File: config.mk
export PLATFORM = sky130hd
export DESIGN_NAME = ls_pat_gen
export DESIGN_NICKNAME = d
export VERILOG_FILES = /design/src/rtl/ls_pat_gen.sv
export SDC_FILE = /design/constraint.sdc
export NUM_CORES = 1
export LEC_CHECK = 0
export BUFFER_PORTS_ARGS = -buffer_cell sky130_fd_sc_hd__buf_4
export CAP_MARGIN = 20
export CORE_MARGIN = 8
export CORE_UTILIZATION = 50
export DETAILED_ROUTE_END_ITERATION = 10
export GPL_TIMING_DRIVEN = 0
export PLACE_DENSITY = 0.74
export SLEW_MARGIN = 20
export SYNTH_ARGS = -nofsm -noshare
export SYNTH_HDL_FRONTEND = slang
export SYNTH_SLANG_ARGS = --single-unit
File: constraint.sdc
create_clock -name CLK -period 2.48 [get_ports CLK]
set_clock_uncertainty 0.2 [all_clocks]
set_input_delay 0.248 -clock CLK [delete_from_list [all_inputs] [get_ports CLK]]
set_output_delay 0.248 -clock CLK [all_outputs]
set_load 0.01 [all_outputs]
File: src/rtl/ls_pat_gen.sv
// ls_pat_gen: serial pattern generator for shift-register chain testing.
// Sequence: zero flush, one-cycle start marker, one gap cycle, RUN_LEN pattern
// bits, then a one-cycle DONE.
// Optional macro LS_PAT_GEN_PRBS_EN adds a PRBS7 (x^7+x^6+1) source for MODE=11.
// Without it, MODE=11 falls back to the alternating pattern.
module ls_pat_gen #(
    parameter int FLUSH_LEN = 64,
    parameter int CNT_W     = 16
) (
    input  logic             CLK,
    input  logic             RST,
    input  logic             START_i,
    input  logic [1:0]       MODE_i,
    input  logic [CNT_W-1:0] RUN_LEN_i,
    output logic             D_o,
    output logic             DATA_o,
    output logic             DATA_VLD_o,
    output logic             BUSY_o,
    output logic             DONE_o,
    output logic [CNT_W-1:0] BIT_CNT_o
);

    typedef enum logic [2:0] {IDLE, FLUSH, MARK, GAP, RUN, FIN} state_t;

    localparam logic [CNT_W-1:0] FL_LAST = CNT_W'(FLUSH_LEN - 1);

    state_t           state_q, state_d;
    logic [CNT_W-1:0] fcnt_q, fcnt_d;
    logic [CNT_W-1:0] bcnt_q, bcnt_d;
    logic [CNT_W-1:0] rlen_q, rlen_d;
    logic [1:0]       mode_q, mode_d;
    logic             alt_q, alt_d;
    logic             pat_bit;
    logic             accept;
    logic             run_nxt;
    logic             d_d, data_d, vld_d, busy_d, done_d;
`ifdef LS_PAT_GEN_PRBS_EN
    logic [6:0]       lfsr_q, lfsr_d;
`endif

    assign accept  = (state_q == IDLE) && START_i;
    assign run_nxt = (state_d == RUN);

    // Current pattern bit from the latched mode
    always_comb begin
        case (mode_q)
            2'b00:   pat_bit = 1'b0;
            2'b01:   pat_bit = 1'b1;
            2'b10:   pat_bit = alt_q;
`ifdef LS_PAT_GEN_PRBS_EN
            default: pat_bit = lfsr_q[6];
`else
            default: pat_bit = alt_q;
`endif
        endcase
    end

    // FSM state register
    always_ff @(posedge CLK or posedge RST) begin
        if (RST) state_q <= IDLE;
        else     state_q <= state_d;
    end

    // FSM next-state logic; BIT_CNT equals bits emitted so far while in RUN
    always_comb begin
        state_d = state_q;
        case (state_q)
            IDLE:    if (START_i) state_d = FLUSH;
            FLUSH:   if (fcnt_q == FL_LAST) state_d = MARK;
            MARK:    state_d = GAP;
            GAP:     state_d = (rlen_q != '0) ? RUN : FIN;
            RUN:     if (bcnt_q == rlen_q) state_d = FIN;
            FIN:     state_d = IDLE;
            default: state_d = IDLE;
        endcase
    end

    // Counters and pattern source: load on accept, advance once per emitted bit
    always_comb begin
        fcnt_d = fcnt_q;
        bcnt_d = bcnt_q;
        rlen_d = rlen_q;
        mode_d = mode_q;
        alt_d  = alt_q;
`ifdef LS_PAT_GEN_PRBS_EN
        lfsr_d = lfsr_q;
`endif
        if (accept) begin
            fcnt_d = '0;
            bcnt_d = '0;
            rlen_d = RUN_LEN_i;
            mode_d = MODE_i;
            alt_d  = 1'b1;
`ifdef LS_PAT_GEN_PRBS_EN
            lfsr_d = 7'h7F;
`endif
        end else begin
            if (state_q == FLUSH) fcnt_d = fcnt_q + CNT_W'(1);
            if (run_nxt) begin
                bcnt_d = bcnt_q + CNT_W'(1);
                alt_d  = ~alt_q;
`ifdef LS_PAT_GEN_PRBS_EN
                lfsr_d = {lfsr_q[5:0], lfsr_q[6] ^ lfsr_q[5]};
`endif
            end
        end
    end

    // Datapath registers
    always_ff @(posedge CLK or posedge RST) begin
        if (RST) begin
            fcnt_q <= '0;
            bcnt_q <= '0;
            rlen_q <= '0;
            mode_q <= 2'b00;
            alt_q  <= 1'b1;
`ifdef LS_PAT_GEN_PRBS_EN
            lfsr_q <= 7'h7F;
`endif
        end else begin
            fcnt_q <= fcnt_d;
            bcnt_q <= bcnt_d;
            rlen_q <= rlen_d;
            mode_q <= mode_d;
            alt_q  <= alt_d;
`ifdef LS_PAT_GEN_PRBS_EN
            lfsr_q <= lfsr_d;
`endif
        end
    end

    // FSM output decode from the upcoming state so registered outputs line up with it
    always_comb begin
        d_d    = (state_d == MARK) | (run_nxt & pat_bit);
        data_d = run_nxt & pat_bit;
        vld_d  = run_nxt;
        busy_d = (state_d != IDLE);
        done_d = (state_d == FIN);
    end

    // Output registers
    always_ff @(posedge CLK or posedge RST) begin
        if (RST) begin
            D_o        <= 1'b0;
            DATA_o     <= 1'b0;
            DATA_VLD_o <= 1'b0;
            BUSY_o     <= 1'b0;
            DONE_o     <= 1'b0;
        end else begin
            D_o        <= d_d;
            DATA_o     <= data_d;
            DATA_VLD_o <= vld_d;
            BUSY_o     <= busy_d;
            DONE_o     <= done_d;
        end
    end

    assign BIT_CNT_o = bcnt_q;

endmodule

==> results of run 1 <==
## repair_timing
action / 4_1_cts / 5_1_grt
endpoints found under the setup margin: 12 / 29
endpoints found under the hold margin: 76 / 0
gates resized for setup: 4 / 16
pin swaps: 3 / 8
hold buffers: 19 / 0
setup buffers: 5 / 9
## worst reg2reg max path, cell delays in order, from the launching register on
cell and delay [ns]:
dfrtp_1 0.40, nor4_2 0.34, nand4_1 0.19, a221o_1 0.41
a21oi_2 0.16, inv_2 0.08, or4_4 0.49, mux2i_1 0.19
## final cells by class
| cell class | instances | area, um2 | area share, % |
|---|---|---|---|
| plain buffers | 10 | 45.0 | 1.16 |
| clock buffers | 14 | 173 | 4.44 |
| clock inverters | 2 | 10.0 | 0.257 |
| inverters | 8 | 32.5 | 0.837 |
| multi-input cells | 236 | 1450 | 37.3 |
| flip-flops and latches | 59 | 1480 | 38.0 |
| well taps | 75 | 93.8 | 2.41 |
| repair buffers | 74 | 607 | 15.6 |
## logic make-up (layout without fill, tap and decap cells)
kind of cell    count (synthesis)  in the layout  share of synthesized area (%)
simple gates                  170            170                           27.7
compound gates                 24             24                           6.27
xor+xnor                       31             31                           9.25
buf+inv                        19            108                           2.51
flops                          59             59                           50.3
fa+ha+maj                       2              2                          0.852
mux                             9              9                           3.07
## routing by layer
layer  vias to the layer above  routed length, um  GRT usage [%]
met4                         0                151           9.53
met5                         -                  0              0
li1                       1239                  -              -
met3                        15                448           3.72
met2                        72               3490           28.5
met1                      1239               3280           24.3
## power breakdown
group / total, mW / internal [mW] / leakage (nW) / switching [mW]
registers: 1.48 / 1.22 / 0.770 / 0.258
logic: 1.17 / 0.562 / 1.03 / 0.611
clock network: 0.810 / 0.442 / 0.0965 / 0.368
## stage by stage
step / std cells / total power [mW] / area [um2]
final: 478 / 3.46 / 3890
after global placement: 430 / 2.42 / 3340
after floorplan: 314 / 2.17 / 2940
after detailed placement: 430 / 2.46 / 3350
after global routing: 478 / 3.70 / 3890
after CTS: 469 / 3.38 / 3770
## placed cells by master (no fill, tap or decap), drive strengths merged, types with 2 or more instances in the layout
cell,netlist,final
o31ai,3,3
and3,10,10
nor3b,2,2
nor2,29,29
dlygate4sd3,0,19
a21oi,9,9
o311ai,2,2
or3,2,2
nand2,78,78
xnor2,21,21
xor2,10,10
nand3,12,12
nor4,6,6
mux2i,9,9
or4,3,3
dfrtp,58,58
nand2b,4,4
ha,2,2
inv,7,7
o21ai,2,2
a31o,2,2
clkbuf,9,23
and2,2,2
nor3,3,3
nand4,12,12
buf,2,56
clkinv,1,3
## worst paths after layout
kind / cells past startpoint / to / start
max: 7 / BIT_CNT_o[7] / fcnt_q[12]
min: 2 / mode_q[0] / mode_q[0]
max reg2reg: 7 / BIT_CNT_o[7] / fcnt_q[12]
min reg2reg: 2 / mode_q[0] / mode_q[0]
max in group asynchronous: 3 / fcnt_q[9] / RST
min in group asynchronous: 3 / DATA_o / RST
## registers in the layout (all words and copies together) (netlist names), 2 cells and up
| signal | flops |
|---|---|
| BIT_CNT_o | 16 |
| fcnt_q | 16 |
| rlen_q | 16 |
| state_q | 3 |
| mode_q | 2 |
==> flow_summary_export.csv, run 1 <==
group,metric,value,unit
synth,yosysMostFrequentCell,"nand2_1",
layout,fin_nets,421,
drt,first_pass_iters,4,
critical_path,crit_path_end_kind,"flip-flop",
critical_path,cp_max_fo,4,
outcome,violations,"negative setup slack",
synth,ys_types,43,
synth,ys_warn_count,0,
hold_path,hold_class,"reg -> reg",
layout,post-route-util,67.3,%
layout,drive_gt1_share,23.6,%
drt,vias,2565,
timing,slew_headroom,51.4,%
drt,drt_iter0_drc,160,
synth,syn-cell-area,2940,um2
critical_path,slowest_stage,"or4_4",
floorplanning,io_pins,42,
drt,via_per_inst,5.37,
placed_design,routabilityCongestion,0.815,
global_routing,grt_usage,18.6,%
global_routing,grt_pass1_vias,2596,
clock_network,max-clock-path-buffers,2,
placed_design,place_ws,-0.208,ns
synth,syn-num-nets,337,
global_routing,grt_max_degree,60,
timing,setup_viol,4,
synth,yosysTopAreaCellShare,49.4,%
timing,hold_ws,0.288,ns
power,ir_drop,0.570,mV
clock_network,numCtsBuffers,9,
power,leakagePower,1.89,nW
drt,final_antenna_net_count,0,
clock_network,cts_tree,"yes",
critical_path,crit_chain,"nor4_2 -> nand4_1 -> a221o_1 -> a21oi_2 -> inv_2 -> or4_4 -> mux2i_1",
synth,synthTopCellsByArea,"dfrtp_1, nand2_1, xnor2_1",
synth,async_flop_share,100,%
critical_path,critical_path_class,"reg -> reg",
floorplanning,initial_core_util,50.8,%
floorplanning,dieArea,8580,um2
synth,ys_seq_elements,59,
floorplanning,rows,28,
timing,period_minus_slack,2.54,ns
layout,n_fill_cell,453,
timing,rsz0062_at_grt,"yes",
timing,hold_viol,0,
timing,maxSlewViolCount,0,
clock_network,cts_root_buffer,"clkbuf_8",
critical_path,cp.arrival,2.60,ns
floorplanning,die_h,92.6,um
timing,max_freq,393,MHz
synth,yosysTopAreaCell,"dfrtp_1",
timing,fin_tns_setup,-0.120,ns
clock_network,htreeDepth,3,
synth,post_synth.cell_area_avg,9.35,um2
clock_network,path_clk_slew,0.06,ns
timing,tightest_slew,0.727,ns
floorplanning,core_region_area,5780,um2
floorplanning,die_w,92.6,um
timing,setup_slack,-0.0629,ns
drt,routed_wl,7370,um
clock_network,cts_num_sinks,59,
power,p_per_area,890,nW/um2
timing,period_share,103,%
critical_path,critPathRequiredTime,2.53,ns
critical_path,critPathTopFamily,"simple AND/OR/NAND/NOR gates",
layout,syn_to_final_growth,32.5,%
synth,ys_seq_area_share,50.3,%
critical_path,r2r_slack,-0.06,ns
drt,drc,0,
global_routing,grt_antenna_before_repair,0,
critical_path,max_stage_delay,0.49,ns
critical_path,critPathLaunchType,"flip-flop",
drt,routedWlPerCell,15.4,um
layout,diodes,0,
global_routing,grt_first_pass_wirelength,12800,um
outcome,status,"finished with violations",
synth,syn-instance-count,314,
critical_path,critPathBufInv,1,
placed_design,dp_hpwl,4870,um
clock_network,worstSkewPairLatency,0.34,ns
global_routing,overflow,0,
placed_design,portBuffers,41,
flow_run,maxCapViolCount,0,
synth,synthFlopType,"dfrtp_1",
synth,synth-edff-count,0,
synth,synth_commonest_cells,"nand2_1, dfrtp_1, nor2_1, xnor2_1",
(Power assumes the default switching activity.)
==> inputs of run 2 (changes only) <==
Clock period 2.48 ns to 2.09 ns, I/O delays scaled along.
==> flow_summary_export.csv, run 2 (synthesized netlist as in run 1, its figures left out) <==
group,metric,value,unit
timing,tightest_slew,0.708,ns
timing,hold_viol,0,
global_routing,grt_first_pass_wirelength,12300,um
floorplanning,core_region_area,5780,um2
layout,final_cell_mix,"nand2_1, dfrtp_1, buf_4",
clock_network,numCtsBuffers,9,
layout,drive_gt1_share,24.4,%
critical_path,max_stage_delay,0.58,ns
critical_path,reg2regPathDepth,7,
critical_path,critical_path_class,"reg -> reg",
outcome,status,"finished with violations",
critical_path,critPathRequiredTime,2.12,ns
layout,diodes,0,
hold_path,hold_class,"in -> reg",
timing,maxSlewViolCount,0,
drt,via_per_inst,5.42,
drt,vias,2566,
drt,drt_iter0_drc,128,
critical_path,crit_chain,"nor2b_1 -> and3_1 -> a221o_1 -> a21oi_2 -> inv_2 -> or4_4 -> mux2i_1",
clock_network,worstSkewPairLatency,0.34,ns
layout,final_common_cell,"nand2_1",
floorplanning,io_pins,42,
flow_run,maxCapViolCount,0,
timing,period_minus_slack,2.43,ns
outcome,violations,"negative setup slack",
timing,setup_slack,-0.336,ns
floorplanning,die_w,92.6,um
critical_path,r2r_slack,-0.34,ns
global_routing,grt_pass1_vias,2599,
timing,fin_tns_setup,-4.88,ns
clock_network,cts_tree,"yes",
timing,setup_viol,27,
critical_path,slowest_stage,"dfrtp_1",
drt,final_antenna_net_count,0,
global_routing,overflow,0,
global_routing,grt_usage,18.4,%
critical_path,r2r_end,"BIT_CNT_o[7]",
clock_network,max-clock-path-buffers,2,
power,ir_drop,0.601,mV
hold_path,min_from,"START_i",
power,p_per_area,1060,nW/um2
floorplanning,initial_core_util,50.8,%
critical_path,crit_path_end_kind,"flip-flop",
drt,drc,0,
hold_path,whs_endpoint,"BIT_CNT_o[13]",
drt,routedWlPerCell,15.8,um
power,total_power,4.12,mW
timing,max_freq,412,MHz
timing,rsz0062_at_grt,"yes",
critical_path,crit_cells,7,
drt,first_pass_iters,4,
critical_path,cp.arrival,2.45,ns
timing,slew_headroom,52.8,%
global_routing,grt_max_degree,60,
timing,hold_ws,0.211,ns
placed_design,placed_cell_area,3370,um2
clock_network,cts_root_buffer,"clkbuf_8",
placed_design,portBuffers,41,
layout,final_cell_area,3890,um2
floorplanning,rows,28,
hold_path,hold_depth,4,
critical_path,cp_max_fo,8,
floorplanning,dieArea,8580,um2
power,leakagePower,1.89,nW
clock_network,path_clk_slew,0.06,ns
timing,period_share,116,%
placed_design,dp_hpwl,4880,um
critical_path,critPathBufInv,1,
critical_path,critPathTopFamily,"simple AND/OR/NAND/NOR gates",
layout,syn_to_final_growth,32.7,%
critical_path,r2r_start,"state_q[2]",
global_routing,grt_antenna_before_repair,0,
critical_path,critPathLaunchType,"flip-flop",
layout,fin_nets,416,
floorplanning,die_h,92.6,um
placed_design,routabilityCongestion,0.817,
clock_network,htreeDepth,3,
clock_network,cts_num_sinks,59,
drt,routed_wl,7490,um
-- run 2: final cells by class --
type	count	area, um2
plain buffers	9	48.8
clock buffers	14	163
clock inverters	2	10.0
fillers	473	1890
inverters	8	33.8
multi-input cells	236	1490
flip-flops and latches	59	1480
well taps	75	93.8
repair buffers	70	573
-- run 2: through the flow --
| step | setup WS, ns | cells | utilization, % |
|---|---|---|---|
| 3_5_place_dp | -0.479 | 430 | 58.4 |
| 3_3_place_gp | -0.493 | 430 | 58.2 |
| 5_1_grt | -0.406 | 473 | 67.4 |
| 4_1_cts | -0.341 | 471 | 66.7 |
| 6_report | -0.336 | 473 | 67.4 |
| 2_1_floorplan | -0.270 | 314 | - |
-- run 2: power breakdown --
part           internal (mW)  switching [mW]
logic                  0.668           0.754
clock network          0.493           0.439
registers               1.45           0.313
total                   2.61            1.51
-- run 2: worst min-delay path, stage by stage --
cell and delay, ns:
buf_4 0.12, nor4b_4 0.15, nor2_1 0.09, a31o_1 0.14
-- run 2: worst max path at each step --
stage,startpoint,to
2_1_floorplan,fcnt_q[0],BIT_CNT_o[7]
3_3_place_gp,RST,BIT_CNT_o[8]
3_5_place_dp,fcnt_q[0],BIT_CNT_o[7]
4_1_cts,fcnt_q[15],BIT_CNT_o[7]
5_1_grt,state_q[2],BIT_CNT_o[7]
6_report,state_q[2],BIT_CNT_o[7]
-- run 2: per-layer routing --
| metal | track usage (%) | share of wire, % | vias to the layer above |
|---|---|---|---|
| li1 | - | - | 1223 |
| met1 | 22.7 | 44 | 1255 |
| met2 | 28.9 | 48 | 75 |
| met3 | 4.61 | 5.0 | 13 |
| met4 | 9.93 | 2.3 | 0 |
| met5 | 0 | 0 | - |
-- run 2: repair_timing --
action / in CTS / in global routing
hold buffers: 19 / 0
endpoints found under the setup margin: 48 / 29
cloned: 0 / 0
pin swaps: 3 / 3
gates resized for setup: 15 / 7
hold endpoints to repair: 76 / 0
setup buffers: 8 / 2
==> inputs of run 3 (changes only) <==
--- a/constraint.sdc
+++ b/constraint.sdc
@@ -4,2 +4,2 @@
 set_output_delay 0.209 -clock CLK [all_outputs]
-set_load 0.01 [all_outputs]
+set_load 0.05 [all_outputs]
==> flow_summary_export.csv, run 3 (synthesized netlist as in run 1, its figures left out) <==
group,metric,value,unit
layout,final_cell_mix,"nand2_1, buf_4, dfrtp_1",
outcome,violations,"negative setup slack",
timing,setup_viol,27,
timing,rsz0062_at_grt,"yes",
power,p_sw,1.60,mW
critical_path,slowest_stage,"or4_4",
hold_path,hold_class,"in -> reg",
critical_path,cp.arrival,2.44,ns
floorplanning,io_pins,42,
drt,drt_iter0_drc,157,
drt,routed_wl,7500,um
power,p_per_area,1090,nW/um2
critical_path,max_stage_delay,0.48,ns
clock_network,worstSkewPairLatency,0.34,ns
drt,vias,2587,
power,leakagePower,1.89,nW
global_routing,grt_antenna_before_repair,0,
global_routing,grt_max_degree,60,
power,power_frac_clock,21.9,%
floorplanning,initial_core_util,50.8,%
floorplanning,core_region_area,5780,um2
power,ir_drop,0.729,mV
placed_design,placed_cell_area,3400,um2
floorplanning,die_h,92.6,um
timing,fin_tns_setup,-4.49,ns
timing,hold_viol,0,
timing,setup_slack,-0.327,ns
outcome,status,"finished with violations",
floorplanning,dieArea,8580,um2
floorplanning,rows,28,
timing,tightest_slew,0.711,ns
clock_network,max-clock-path-buffers,2,
layout,n_fill_cell,442,
clock_network,cts_root_buffer,"clkbuf_8",
drt,via_per_inst,5.41,
timing,period_share,116,%
layout,diodes,0,
power,power.internal,2.74,mW
critical_path,critPathBufInv,1,
timing,slew_headroom,52.6,%
clock_network,cts_tree,"yes",
critical_path,crit_path_end_kind,"flip-flop",
placed_design,dp_hpwl,4940,um
placed_design,portBuffers,41,
drt,routedWlPerCell,15.7,um
clock_network,numCtsBuffers,9,
critical_path,cp_max_fo,4,
timing,maxSlewViolCount,0,
critical_path,critPathLaunchType,"flip-flop",
layout,syn_to_final_growth,36.0,%
power,combPwrFrac,37.7,%
power,pwr-share-seq,40.4,%
layout,final_cell_area,3990,um2
critical_path,critical_path_class,"reg -> reg",
layout,fin_nets,421,
clock_network,htreeDepth,3,
global_routing,grt_first_pass_wirelength,13000,um
power,swShare,36.9,%
drt,final_antenna_net_count,0,
drt,drc,0,
timing,hold_ws,0.233,ns
critical_path,crit_chain,"ha_4 -> and4bb_1 -> nand4_1 -> a221o_1 -> a21oi_2 -> inv_2 -> or4_4 -> mux2i_1",
global_routing,grt_pass1_vias,2684,
timing,period_minus_slack,2.42,ns
clock_network,cts_num_sinks,59,
critical_path,critPathTopFamily,"simple AND/OR/NAND/NOR gates",
placed_design,routabilityCongestion,0.832,
global_routing,overflow,0,
drt,first_pass_iters,4,
layout,final_common_cell,"nand2_1",
global_routing,grt_usage,19.0,%
flow_run,maxCapViolCount,0,
layout,drive_gt1_share,29.0,%
clock_network,path_clk_slew,0.07,ns
timing,max_freq,414,MHz
critical_path,critPathRequiredTime,2.11,ns
floorplanning,die_w,92.6,um
run 3: cell count changes in the layout (fill, tap and decap cells not counted), sizes merged:
cell,delta
buf,+7
clkbuf,-2
run 3: through the flow:
stage | worst slack [ns] | std cells | power [mW] | utilization, %
global placement | -0.680 | 430 | 3.00 | 58.7
floorplan | -0.272 | 314 | 2.69 | -
CTS | -0.402 | 472 | 4.27 | 67.8
finish | -0.327 | 478 | 4.35 | 69.1
global route | -0.484 | 478 | 4.64 | 69.1
detailed placement | -0.488 | 430 | 3.06 | 58.8
run 3: cell type report:
type	count	area (um2)	share of cell area [%]
flip-flops and latches	59	1500	37.5
clock inverters	2	10.0	0.251
multi-input cells	236	1500	37.6
plain buffers	9	55.1	1.38
inverters	8	33.8	0.846
repair buffers	75	631	15.8
well taps	75	93.8	2.35
clock buffers	14	173	4.32
run 3: power by group through the flow:
stage                     Clock, mW  Sequential [mW]  Combinational [mW]
after global placement            0             1.76                1.24
after floorplan                   0             1.77               0.921
final                         0.954             1.76                1.64
after detailed placement          0             1.77                1.29
after global routing           1.02             1.80                1.82
after CTS                     0.973             1.75                1.55
run 3: repair_timing:
action | in CTS | in global routing
setup buffers | 8 | 6
resized for setup | 17 | 8
endpoints found under the hold margin | 76 | 0
endpoints found under the setup margin | 47 | 57
pin swaps | 5 | 2
hold buffers | 19 | 0
cloned | 1 | 0
run 3: path summary, 6_finish.rpt:
check / startpoint / to / slack (ns) / cells past startpoint
setup / recovery: fcnt_q[0] / BIT_CNT_o[7] / -0.33 / 8
hold / removal: START_i / BIT_CNT_o[13] / 0.23 / 4
setup reg to reg: fcnt_q[0] / BIT_CNT_o[7] / -0.33 / 8
hold reg to reg: mode_q[0] / mode_q[0] / 0.29 / 2
max in group asynchronous: RST / BIT_CNT_o[6] / 0.83 / 3
min in group asynchronous: RST / fcnt_q[5] / 0.36 / 3
run 3: tightest hold or removal path, cell delays in order:
cell and delay [ns]:
buf_4 0.13, nor4b_4 0.15, nor2_1 0.10, a31o_1 0.15
run 3: metal layers:
metal	global-route usage, %	vias up	share of wire, %
met4	10.1	0	3.1
met3	4.61	23	5.2
met5	0	-	0
met2	29.9	77	47
met1	23.8	1245	44
li1	-	1242	-
